`src/rtl/vga_timing_pkg.sv`:
```
// Shared raster timing constants and coordinate type for the VGA timing generator.
// Defaults describe 640x480 @ 60 Hz (800x525 total).
package vga_timing_pkg;

   localparam int COORD_W = 10;
   typedef logic [COORD_W-1:0] coord_t;

   localparam int H_ACTIVE_DEF = 640;
   localparam int H_FP_DEF     = 16;
   localparam int H_SYNC_DEF   = 96;
   localparam int H_BP_DEF     = 48;
   localparam int V_ACTIVE_DEF = 480;
   localparam int V_FP_DEF     = 10;
   localparam int V_SYNC_DEF   = 2;
   localparam int V_BP_DEF     = 33;

   function automatic int axis_total(input int active, input int fp, input int sync, input int bp);
      return active + fp + sync + bp;
   endfunction

   localparam int H_TOTAL_DEF      = axis_total(H_ACTIVE_DEF, H_FP_DEF, H_SYNC_DEF, H_BP_DEF);
   localparam int V_TOTAL_DEF      = axis_total(V_ACTIVE_DEF, V_FP_DEF, V_SYNC_DEF, V_BP_DEF);
   localparam int H_SYNC_START_DEF = H_ACTIVE_DEF + H_FP_DEF;
   localparam int H_SYNC_END_DEF   = H_SYNC_START_DEF + H_SYNC_DEF;
   localparam int V_SYNC_START_DEF = V_ACTIVE_DEF + V_FP_DEF;
   localparam int V_SYNC_END_DEF   = V_SYNC_START_DEF + V_SYNC_DEF;

endpackage

```
`src/rtl/vga_axis_counter.sv`:
```
// One raster axis: wrapping position counter with registered active and sync flags.
// Flags are derived from the post-increment count so they never lag the count.
module vga_axis_counter
   import vga_timing_pkg::*;
#(
   parameter int ACTIVE = H_ACTIVE_DEF,
   parameter int FP     = H_FP_DEF,
   parameter int SYNC   = H_SYNC_DEF,
   parameter int BP     = H_BP_DEF
) (
   input  logic   clk,
   input  logic   rst,
   input  logic   inc,
   output coord_t count,
   output logic   wrap,
   output logic   active,
   output logic   sync_n
);

   localparam int     TOTAL      = axis_total(ACTIVE, FP, SYNC, BP);
   localparam coord_t LAST       = coord_t'(TOTAL - 1);
   localparam coord_t ACT_END    = coord_t'(ACTIVE);
   localparam coord_t SYNC_START = coord_t'(ACTIVE + FP);
   localparam coord_t SYNC_END   = coord_t'(ACTIVE + FP + SYNC);

   coord_t count_q, count_d;
   logic   active_q, active_d;
   logic   sync_n_q, sync_n_d;

   assign wrap = inc && (count_q == LAST);

   always_comb begin
      count_d = count_q;
      if (inc) begin
         count_d = wrap ? '0 : count_q + 1'b1;
      end
      active_d = (count_d < ACT_END);
      sync_n_d = !((count_d >= SYNC_START) && (count_d < SYNC_END));
   end

   always_ff @(posedge clk) begin
      if (rst) begin
         count_q  <= '0;
         active_q <= 1'b1;
         sync_n_q <= 1'b1;
      end else begin
         count_q  <= count_d;
         active_q <= active_d;
         sync_n_q <= sync_n_d;
      end
   end

   assign count  = count_q;
   assign active = active_q;
   assign sync_n = sync_n_q;

endmodule

```
`src/rtl/vga_timing_gen.sv`:
```
// Raster timing generator: x/y coordinates, hsync/vsync, display_on and next_frame.
// Define VGA_FRAME_COUNT_EN to add the 16-bit frame_count output.
module vga_timing_gen
   import vga_timing_pkg::*;
#(
   parameter int H_ACTIVE = H_ACTIVE_DEF,
   parameter int H_FP     = H_FP_DEF,
   parameter int H_SYNC   = H_SYNC_DEF,
   parameter int H_BP     = H_BP_DEF,
   parameter int V_ACTIVE = V_ACTIVE_DEF,
   parameter int V_FP     = V_FP_DEF,
   parameter int V_SYNC   = V_SYNC_DEF,
   parameter int V_BP     = V_BP_DEF
) (
   input  logic               clk,
   input  logic               rst,
   input  logic               pix_tick,
   output logic [COORD_W-1:0] x,
   output logic [COORD_W-1:0] y,
   output logic               hsync,
   output logic               vsync,
   output logic               display_on,
   output logic               next_frame
`ifdef VGA_FRAME_COUNT_EN
   ,
   output logic [15:0]        frame_count
`endif
);

   localparam coord_t V_LAST_ACTIVE = coord_t'(V_ACTIVE - 1);

   coord_t h_count, v_count;
   logic   h_wrap, v_wrap;
   logic   h_active, v_active;
   logic   h_sync_n, v_sync_n;
   logic   next_frame_q, next_frame_d;

   vga_axis_counter #(
      .ACTIVE (H_ACTIVE),
      .FP     (H_FP),
      .SYNC   (H_SYNC),
      .BP     (H_BP)
   ) u_h_axis (
      .clk    (clk),
      .rst    (rst),
      .inc    (pix_tick),
      .count  (h_count),
      .wrap   (h_wrap),
      .active (h_active),
      .sync_n (h_sync_n)
   );

   vga_axis_counter #(
      .ACTIVE (V_ACTIVE),
      .FP     (V_FP),
      .SYNC   (V_SYNC),
      .BP     (V_BP)
   ) u_v_axis (
      .clk    (clk),
      .rst    (rst),
      .inc    (h_wrap),
      .count  (v_count),
      .wrap   (v_wrap),
      .active (v_active),
      .sync_n (v_sync_n)
   );

   // The frame wrap itself is not needed; vertical blank entry is what patterns key on.
   logic unused_v_wrap;
   assign unused_v_wrap = v_wrap;

   assign next_frame_d = h_wrap && (v_count == V_LAST_ACTIVE);

   always_ff @(posedge clk) begin
      if (rst) begin
         next_frame_q <= 1'b0;
      end else begin
         next_frame_q <= next_frame_d;
      end
   end

`ifdef VGA_FRAME_COUNT_EN
   logic [15:0] frame_count_q, frame_count_d;

   assign frame_count_d = frame_count_q + 16'd1;

   always_ff @(posedge clk) begin
      if (rst) begin
         frame_count_q <= '0;
      end else if (next_frame_d) begin
         frame_count_q <= frame_count_d;
      end
   end

   assign frame_count = frame_count_q;
`endif

   // Both active flags are flops clocked on the same edge, so display_on tracks x/y exactly.
   assign x          = h_count;
   assign y          = v_count;
   assign hsync      = h_sync_n;
   assign vsync      = v_sync_n;
   assign display_on = h_active && v_active;
   assign next_frame = next_frame_q;

endmodule
```
`config.mk`:
```
export PLATFORM = sky130hd
export DESIGN_NAME = vga_timing_gen
export DESIGN_NICKNAME = d
export VERILOG_FILES = /design/src/rtl/vga_timing_pkg.sv /design/src/rtl/vga_axis_counter.sv /design/src/rtl/vga_timing_gen.sv
export SDC_FILE = /design/constraint.sdc
export NUM_CORES = 1
export LEC_CHECK = 0
export BUFFER_PORTS_ARGS = -buffer_cell sky130_fd_sc_hd__clkbuf_2
export CAP_MARGIN = 15
export CORE_MARGIN = 2
export CORE_UTILIZATION = 30
export CTS_CLUSTER_DIAMETER = 200
export DETAILED_ROUTE_END_ITERATION = 10
export SYNTH_ARGS = -nofsm -noshare
export SYNTH_HDL_FRONTEND = slang
export SYNTH_HIERARCHICAL = 1
export SYNTH_SLANG_ARGS = --single-unit
```
`constraint.sdc`:
```
create_clock -name clk -period 2.92 [get_ports clk]
set_clock_uncertainty 0.2 [all_clocks]
set_input_delay 0.584 -clock clk [delete_from_list [all_inputs] [get_ports clk]]
set_output_delay 0.584 -clock clk [all_outputs]
set_load 0.005 [all_outputs]
```
======== After elaboration in Yosys (flattened, before gate mapping) ========
Index checks and enable logic that the tools add are counted.
storage, ports and cells
  register bits ........................... 25
  input port bits ......................... 3
operators by class
  add/subtract/negate cells ............... 2
  order comparisons ....................... 6
  equal/unequal tests ..................... 3
  multiplexer cells ....................... 4
  reductions and logical operators ........ 8
operators with widths
  operator                                                                        number
  10-bit 2-to-1 mux                                                               4
  10-bit by 1-bit adder with 10-bit output (second input constant)                2
  10-bit equality test (second input constant)                                    2
  10-bit less-than comparator (second input constant)                             2
  10-bit by 9-bit less-than comparator with 1-bit output (second input constant)  2
  10-bit by 9-bit equality test with 1-bit output (second input constant)         1
  10-bit >= comparator (second input constant)                                    1
  10-bit by 9-bit >= comparator with 1-bit output (second input constant)         1
  1-bit logical AND                                                               6
  1-bit logical NOT                                                               2

======== Logic depth before layout (Yosys ltp) ========
Gate-level depths: netlist of the first run.
  depth in word-level cells ............... 8
  gate-level depth with buffers ........... 8
  mapped depth without buffers ............ 7

======== Hierarchy ========
The synthesis of the first run kept the hierarchy.
modules (own cells, without submodules)
  module                        instances  cells each  area each (µm²)  sequential area each (µm²)
  vga_axis_counter at u_h_axis  1          84          758.2            240.2
  vga_axis_counter at u_v_axis  1          80          720.7            240.2
  vga_timing_gen                1          6           62.6             20.0

======== Worst setup path after synthesis of the first run ========
Ideal clock, no wire load.
  path type ............................... register to register
  start ................................... register u_h_axis.count_q[0] (netlist: u_h_axis/count[0])
  end ..................................... register u_v_axis.sync_n_q (netlist: u_v_axis/sync_n)
  setup time .............................. 0.139 ns
  data arrival time ....................... 2.441 ns
  data required time ...................... 2.581 ns
  path slack .............................. 0.140 ns
  stages on the path, launching flop included .. 8
  path through ............................ dfxtp_1 > ha_1 > inv_1 > nor4_4 > nand4_4 > or4_4 > a211oi_2 > nand4_1
between the ends
  word-level cells in the longest chain between the ends .. 8
  elaborated cells on any way between the ends .. 9
  classes of those cells .................. order compare: 2; eq/ne: 1; mux: 2; reduce/logical: 4
RTL lines
  element                                                                                                                    line                    source
  start, declared                                                                                                            vga_axis_counter.sv:26  coord_t count_q, count_d;
  start signal, assigned                                                                                                     vga_axis_counter.sv:47  count_q <= count_d;
  10-bit equality test (*)                                                                                                   vga_axis_counter.sv:30  assign wrap = inc && (count_q == LAST);
  1-bit logical AND (*)                                                                                                      vga_axis_counter.sv:30
  named net h_wrap                                                                                                           vga_timing_gen.sv:33    logic h_wrap, v_wrap;
  1-bit logical AND                                                                                                          vga_axis_counter.sv:30
  10-bit 2-to-1 mux                                                                                                          vga_axis_counter.sv:35  count_d = wrap ? '0 : count_q + 1'b1;
  10-bit 2-to-1 mux (*)                                                                                                      vga_axis_counter.sv:34  if (inc) begin
  10-bit by 9-bit >= comparator with 1-bit output or 10-bit by 9-bit less-than comparator with 1-bit output (tied branches)  vga_axis_counter.sv:38  sync_n_d = !((count_d >= SYNC_START) && (count_d < SYNC_END));
  1-bit logical AND (*)                                                                                                      vga_axis_counter.sv:38
  1-bit logical NOT (*)                                                                                                      vga_axis_counter.sv:38
  end signal, assigned                                                                                                       vga_axis_counter.sv:49  sync_n_q <= sync_n_d;
  end, declared                                                                                                              vga_axis_counter.sv:28  logic sync_n_q, sync_n_d;
Mark *: on every way through the listed nets, which the timed path passes. The rest lies on a longest branch.
A chain may end at the register's enable or synchronous reset.

======== Final worst setup path of the first run ========
Same ends and word-level chain as after synthesis.

==> impl_metrics.yaml, run 1 <==
setup_path:
  start_kind: "flop"
  crit_fanout: 9
  crit_buf_inv: 1
  path_cells: "ha_1 -> inv_1 -> nor4_4 -> nand4_4 -> or4_4 -> a211oi_2 -> nand4_1"
  critPathTopFamily: "simple AND/OR/NAND/NOR gates"
  r2r_cells: 7
  worstPathRequired_ps: 2860
  cp-end-kind: "flop"
  worstSetupPathType: "reg -> reg"
  cpMaxStageDelayCell: "or4_4"
  max_stage_delay_ps: 580
  cp.depth: 7
  crit_arrival_ps: 2560
detailed_routing:
  viasPerCell: 5.17
  drc: 0
  ant_nets: 0
  num_vias: 1365
  wl_microns: 3590
  drt_iter0_markers: 52
  drt_pass1_iterations: 4
  wl_per_cell_microns: 13.6
global_routing:
  globalRouteTotalUtil: 0.131
  grt_pass1_wl_microns: 5870
  grt_antenna_before_repair: 0
  overflow: 0
  grt_pass1_vias: 1242
  grt_start_max_net_pins: 20
clock_tree:
  clkLatencyLatePin_ps: 270
  htree_num_levels: 1
  numClockSinks: 25
  path_clk_slew_ps: 100
  cts_resized: 0
  post-cts-setup-buffers: 0
  cts_buffer_depth: 2
  cts_tree: "yes"
  hold_buffers: 0
  cts-buffers-inserted: 3
  clock-root-buffer: "clkbuf_8"
yosys:
  ys_seq_area_frac: 0.325
  synth_edf_count: 0
  ys_seq_elements: 25
  synth_area_sq_um: 1540
  synthesis.nets: 176
  syn_inst: 170
  synthFlopType: "dfxtp_1"
  yosysWarnings: 6
  async_flop_share: 0
  synth_area_per_cell_sq_um: 9.07
  yosysUniqueCellTypes: 55
sta:
  worst_slew_pin_slew_ps: 772
  holdWs_ps: 335
  setup_viol: 0
  tns_ps: 0
  timing.fmax_mhz: 381
  period_minus_slack_ps: 2620
  post-route-period-util: 0.898
  rsz0062_at_grt: "no"
  slew_viol_final: 0
  hold_viol: 0
  slew_headroom: 0.472
layout:
  drive_above_1_share: 0.273
  syn2layout_area_growth_pct: 14.3
  utilization: 0.349
  stdcell_area_sq_um: 1760
  diodes: 0
  layout.cells.non_filler: 264
  nets: 201
  fill_cells: 531
floorplan:
  start_util: 0.306
  fp.dieW_microns: 75.7
  std_cell_rows: 26
  dieHeight_microns: 75.7
  pin_count: 27
  core_area_sq_um: 5040
  fp.dieArea_sq_um: 5730
placement:
  dpl_cell_area_sq_um: 1720
  io_buffers: 26
  finalWeightedCongestion: 0.882
  dp_hpwl_microns: 2490
  dp_cells: 260
status:
  run_status: "complete, no violations"
worst_hold_path:
  hold_path_depth: 2
  hold_class: "reg -> reg"
pwr:
  vdd_drop_max_mv: 0.163
  p_per_area_nw_per_um2: 338
  total_leakage_power_uw: 0.000620
job:
  timing.max_cap.violations: 0
-- tightest hold or removal path, cell delays in order, from the launching register on --
cell and delay, ps:
dfxtp_1 360, nand2b_1 80, a21oi_1 50
-- sequential cells by signal, indices dropped and copies added, names as in the netlist --
| name | count |
|---|---|
| u_v_axis/sync_n | 1 |
| u_h_axis/active | 1 |
| next_frame | 1 |
| u_h_axis/count | 10 |
| u_v_axis/count | 10 |
| u_h_axis/sync_n | 1 |
| u_v_axis/active | 1 |
-- worst paths after layout --
check	slack [ps]	start	endpoint
worst max-delay path	300	u_h_axis/count[0]	u_v_axis/sync_n
worst min-delay path	330	u_h_axis/count[1]	u_h_axis/count[1]
worst max register to register	300	u_h_axis/count[0]	u_v_axis/sync_n
worst min register to register	330	u_h_axis/count[1]	u_h_axis/count[1]
-- power breakdown --
group / leakage [uW] / internal [uW] / switching, uW / total (uW)
Combinational: 0.000396 / 13.1 / 19.4 / 32.5
Sequential: 0.000202 / 344 / 5.14 / 349
Clock: 0.0000228 / 97.7 / 116 / 214
-- final cells by class --
type	instances	area (sq um)	area share
clock buffer	4	45.0	0.0256
inverter	6	22.5	0.0128
multi-input combinational	127	931	0.528
sequential	25	500	0.284
tap	70	87.6	0.0497
timing repair buffer	32	175	0.0994
-- stage by stage --
stage	total power [uW]	worst slack [ps]
floorplan	379	140
global placement	389	262
detailed placement	390	227
CTS	601	291
global route	617	129
finish	596	297
-- placed cells by master (no fill, tap or decap), types with 2 or more instances in the layout --
cell type,netlist,routed
and4b_1,2,2
a21oi_1,10,10
or3_1,2,2
a31oi_1,2,2
and2_1,2,2
nor3_1,5,5
nor2_1,16,16
inv_1,6,6
clkbuf_2,0,26
nand4_4,2,2
xor2_1,6,6
buf_4,3,6
dfxtp_1,25,25
o21ai_0,2,2
nand3_1,5,5
a41oi_1,2,2
o211ai_1,2,2
nand3b_1,3,3
xnor2_1,7,7
nand2_1,9,9
nand4_1,6,6
nor4_1,3,3
nor3_2,2,2
nand4b_1,5,5
ha_1,3,3
or3b_2,2,2
nand2b_1,3,3
clkbuf_8,0,3
-- logic make-up (layout without fill, tap and decap cells) --
family,count (synthesis),count (layout),share of synthesized area
fa+ha+maj,3,3,0.0244
xor+xnor,13,13,0.0739
simple gates,75,75,0.325
compound gates,34,34,0.166
flops,25,25,0.325
buf+inv,18,42,0.0714
mux,2,2,0.0138
-- routing by layer --
layer	track usage	vias to the layer above	wire length, microns
met5	0	-	0
met4	0.0604	0	51
met3	0.0238	4	126
met2	0.196	25	1650
met1	0.181	656	1760
li1	-	680	-
-- synth_stat cells (4+ instances only) --
cell	instances	area, sq um
dfxtp_1	25	500
nor2_1	16	60.1
a21oi_1	10	50.1
nand2_1	9	33.8
xnor2_1	7	61.3
inv_1	6	22.5
nand4_1	6	37.5
xor2_1	6	52.6
nand3_1	5	25.0
nand4b_1	5	43.8
nor3_1	5	25.0
buf_6	4	45.0
clkbuf_1	4	15.0
Note: power is estimated with default switching activity, not from simulation.
==> run 2: changes to the inputs <==
--- a/config.mk
+++ b/config.mk
@@ -5,7 +5,7 @@
 export SDC_FILE = /design/constraint.sdc
 export NUM_CORES = 1
 export LEC_CHECK = 0
-export BUFFER_PORTS_ARGS = -buffer_cell sky130_fd_sc_hd__clkbuf_2
+export BUFFER_PORTS_ARGS = -buffer_cell sky130_fd_sc_hd__buf_2
 export CAP_MARGIN = 15
 export CORE_MARGIN = 2
 export CORE_UTILIZATION = 30
==> run 2 against run 1 <==
Sequential cell count did not move. Largest cell class unchanged. Fmax rose by 0.85%. Via count did not move. Sequential power about the same. Cell count did not move. Worst setup slack improved by 22 ps.
==> impl_metrics.yaml, run 2 (same netlist as run 1, synthesis figures left out) <==
clock_tree:
  path_clk_slew_ps: 90
  numClockSinks: 25
  clock-root-buffer: "clkbuf_8"
  post-cts-setup-buffers: 0
  cts_buffer_depth: 2
  clkLatencyLatePin_ps: 280
  hold_buffers: 0
  htree_num_levels: 1
  cts-buffers-inserted: 3
  cts_tree: "yes"
  cts_resized: 0
placement:
  dpl_cell_area_sq_um: 1720
  finalWeightedCongestion: 0.926
  dp_hpwl_microns: 2480
  io_buffers: 26
floorplan:
  fp.dieW_microns: 75.7
  std_cell_rows: 26
  start_util: 0.306
  pin_count: 27
  fp.dieArea_sq_um: 5730
  dieHeight_microns: 75.7
  core_area_sq_um: 5040
detailed_routing:
  drt_pass1_iterations: 4
  wl_microns: 3670
  ant_nets: 0
  num_vias: 1365
  wl_per_cell_microns: 13.9
  drt_iter0_markers: 166
  viasPerCell: 5.17
  drc: 0
global_routing:
  grt_pass1_wl_microns: 5930
  grt_start_max_net_pins: 20
  grt_pass1_vias: 1259
  grt_antenna_before_repair: 0
  globalRouteTotalUtil: 0.135
  overflow: 0
setup_path:
  worstPathRequired_ps: 2880
  worstSetupPathType: "reg -> reg"
  cpMaxStageDelayCell: "or4_4"
  reg2reg_slack_ps: 320
  start_kind: "flop"
  cp-end-kind: "flop"
  crit_arrival_ps: 2560
  max_stage_delay_ps: 570
  crit_buf_inv: 1
  crit_fanout: 9
  path_cells: "ha_1 -> inv_1 -> nor4_4 -> nand4_4 -> or4_4 -> a211oi_2 -> nand4_1"
  critPathTopFamily: "simple AND/OR/NAND/NOR gates"
pwr:
  vdd_drop_max_mv: 0.155
  power_uw: 598
  p_per_area_nw_per_um2: 340
  total_leakage_power_uw: 0.000635
layout:
  multi_input_comb_area_sq_um: 931
  ff_latch_area_sq_um: 500
  stdcell_area_sq_um: 1760
  syn2layout_area_growth_pct: 14.3
  fill_cells: 537
  utilization: 0.349
  nets: 201
  diodes: 0
  final_common_cell: "buf_2"
  layout_common_cells: "26 x buf_2, 25 x dfxtp_1, 16 x nor2_1, 10 x a21oi_1, 9 x nand2_1"
  drive_above_1_share: 0.273
sta:
  rsz0062_at_grt: "no"
  slew_headroom: 0.526
  setup_viol: 0
  holdWs_ps: 344
  period_minus_slack_ps: 2600
  hold_viol: 0
  timing.fmax_mhz: 385
  post-route-period-util: 0.891
  worst_slew_pin_slew_ps: 693
  slew_viol_final: 0
  tns_ps: 0
job:
  timing.max_cap.violations: 0
status:
  run_status: "complete, no violations"
worst_hold_path:
  hold_class: "reg -> reg"
## run 2: cell count changes in the layout (fill, tap and decap cells not counted)
cell	previous run	this run
clkbuf_2	26	0
buf_2	0	26
## run 2: worst reg2reg max path, cell delays in order (launching register included)
cell      delay [ps]
dfxtp_1          420
ha_1             190
inv_1            140
nor4_4           370
nand4_4          190
or4_4            570
a211oi_2         280
nand4_1          110
## run 2: metrics by stage
step           cells  setup slack (ps)
6_report         264               319
5_1_grt          264               145
4_1_cts          264               300
3_5_place_dp     260               249
3_3_place_gp     260               255
2_1_floorplan    170               140
## run 2: final timing paths
check | start | to | cells past startpoint
worst min register to register | u_h_axis/count[1] | u_h_axis/count[1] | 2
worst max register to register | u_h_axis/count[0] | u_v_axis/sync_n | 7
worst max-delay path | u_h_axis/count[0] | u_v_axis/sync_n | 7
worst min-delay path | u_h_axis/count[1] | u_h_axis/count[1] | 2
## run 2: power by group
group,switching (uW),internal (uW)
clock,119,98.2
sequential,5.45,344
combinational,18.7,12.9
## run 2: layout make-up
| cell class | instances | area share |
|---|---|---|
| clock buffers | 4 | 0.0256 |
| inverters | 6 | 0.0128 |
| multi-input cells | 127 | 0.528 |
| flip-flops and latches | 25 | 0.284 |
| well taps | 70 | 0.0497 |
| repair buffers | 32 | 0.0994 |
## run 2: layer usage
layer | global-route usage | wire [microns] | vias to the layer above
met3 | 0.0198 | 174 | 7
met4 | 0.0702 | 91 | 0
met2 | 0.204 | 1660 | 38
li1 | - | - | 673
met1 | 0.186 | 1740 | 647
met5 | 0 | 0 | -
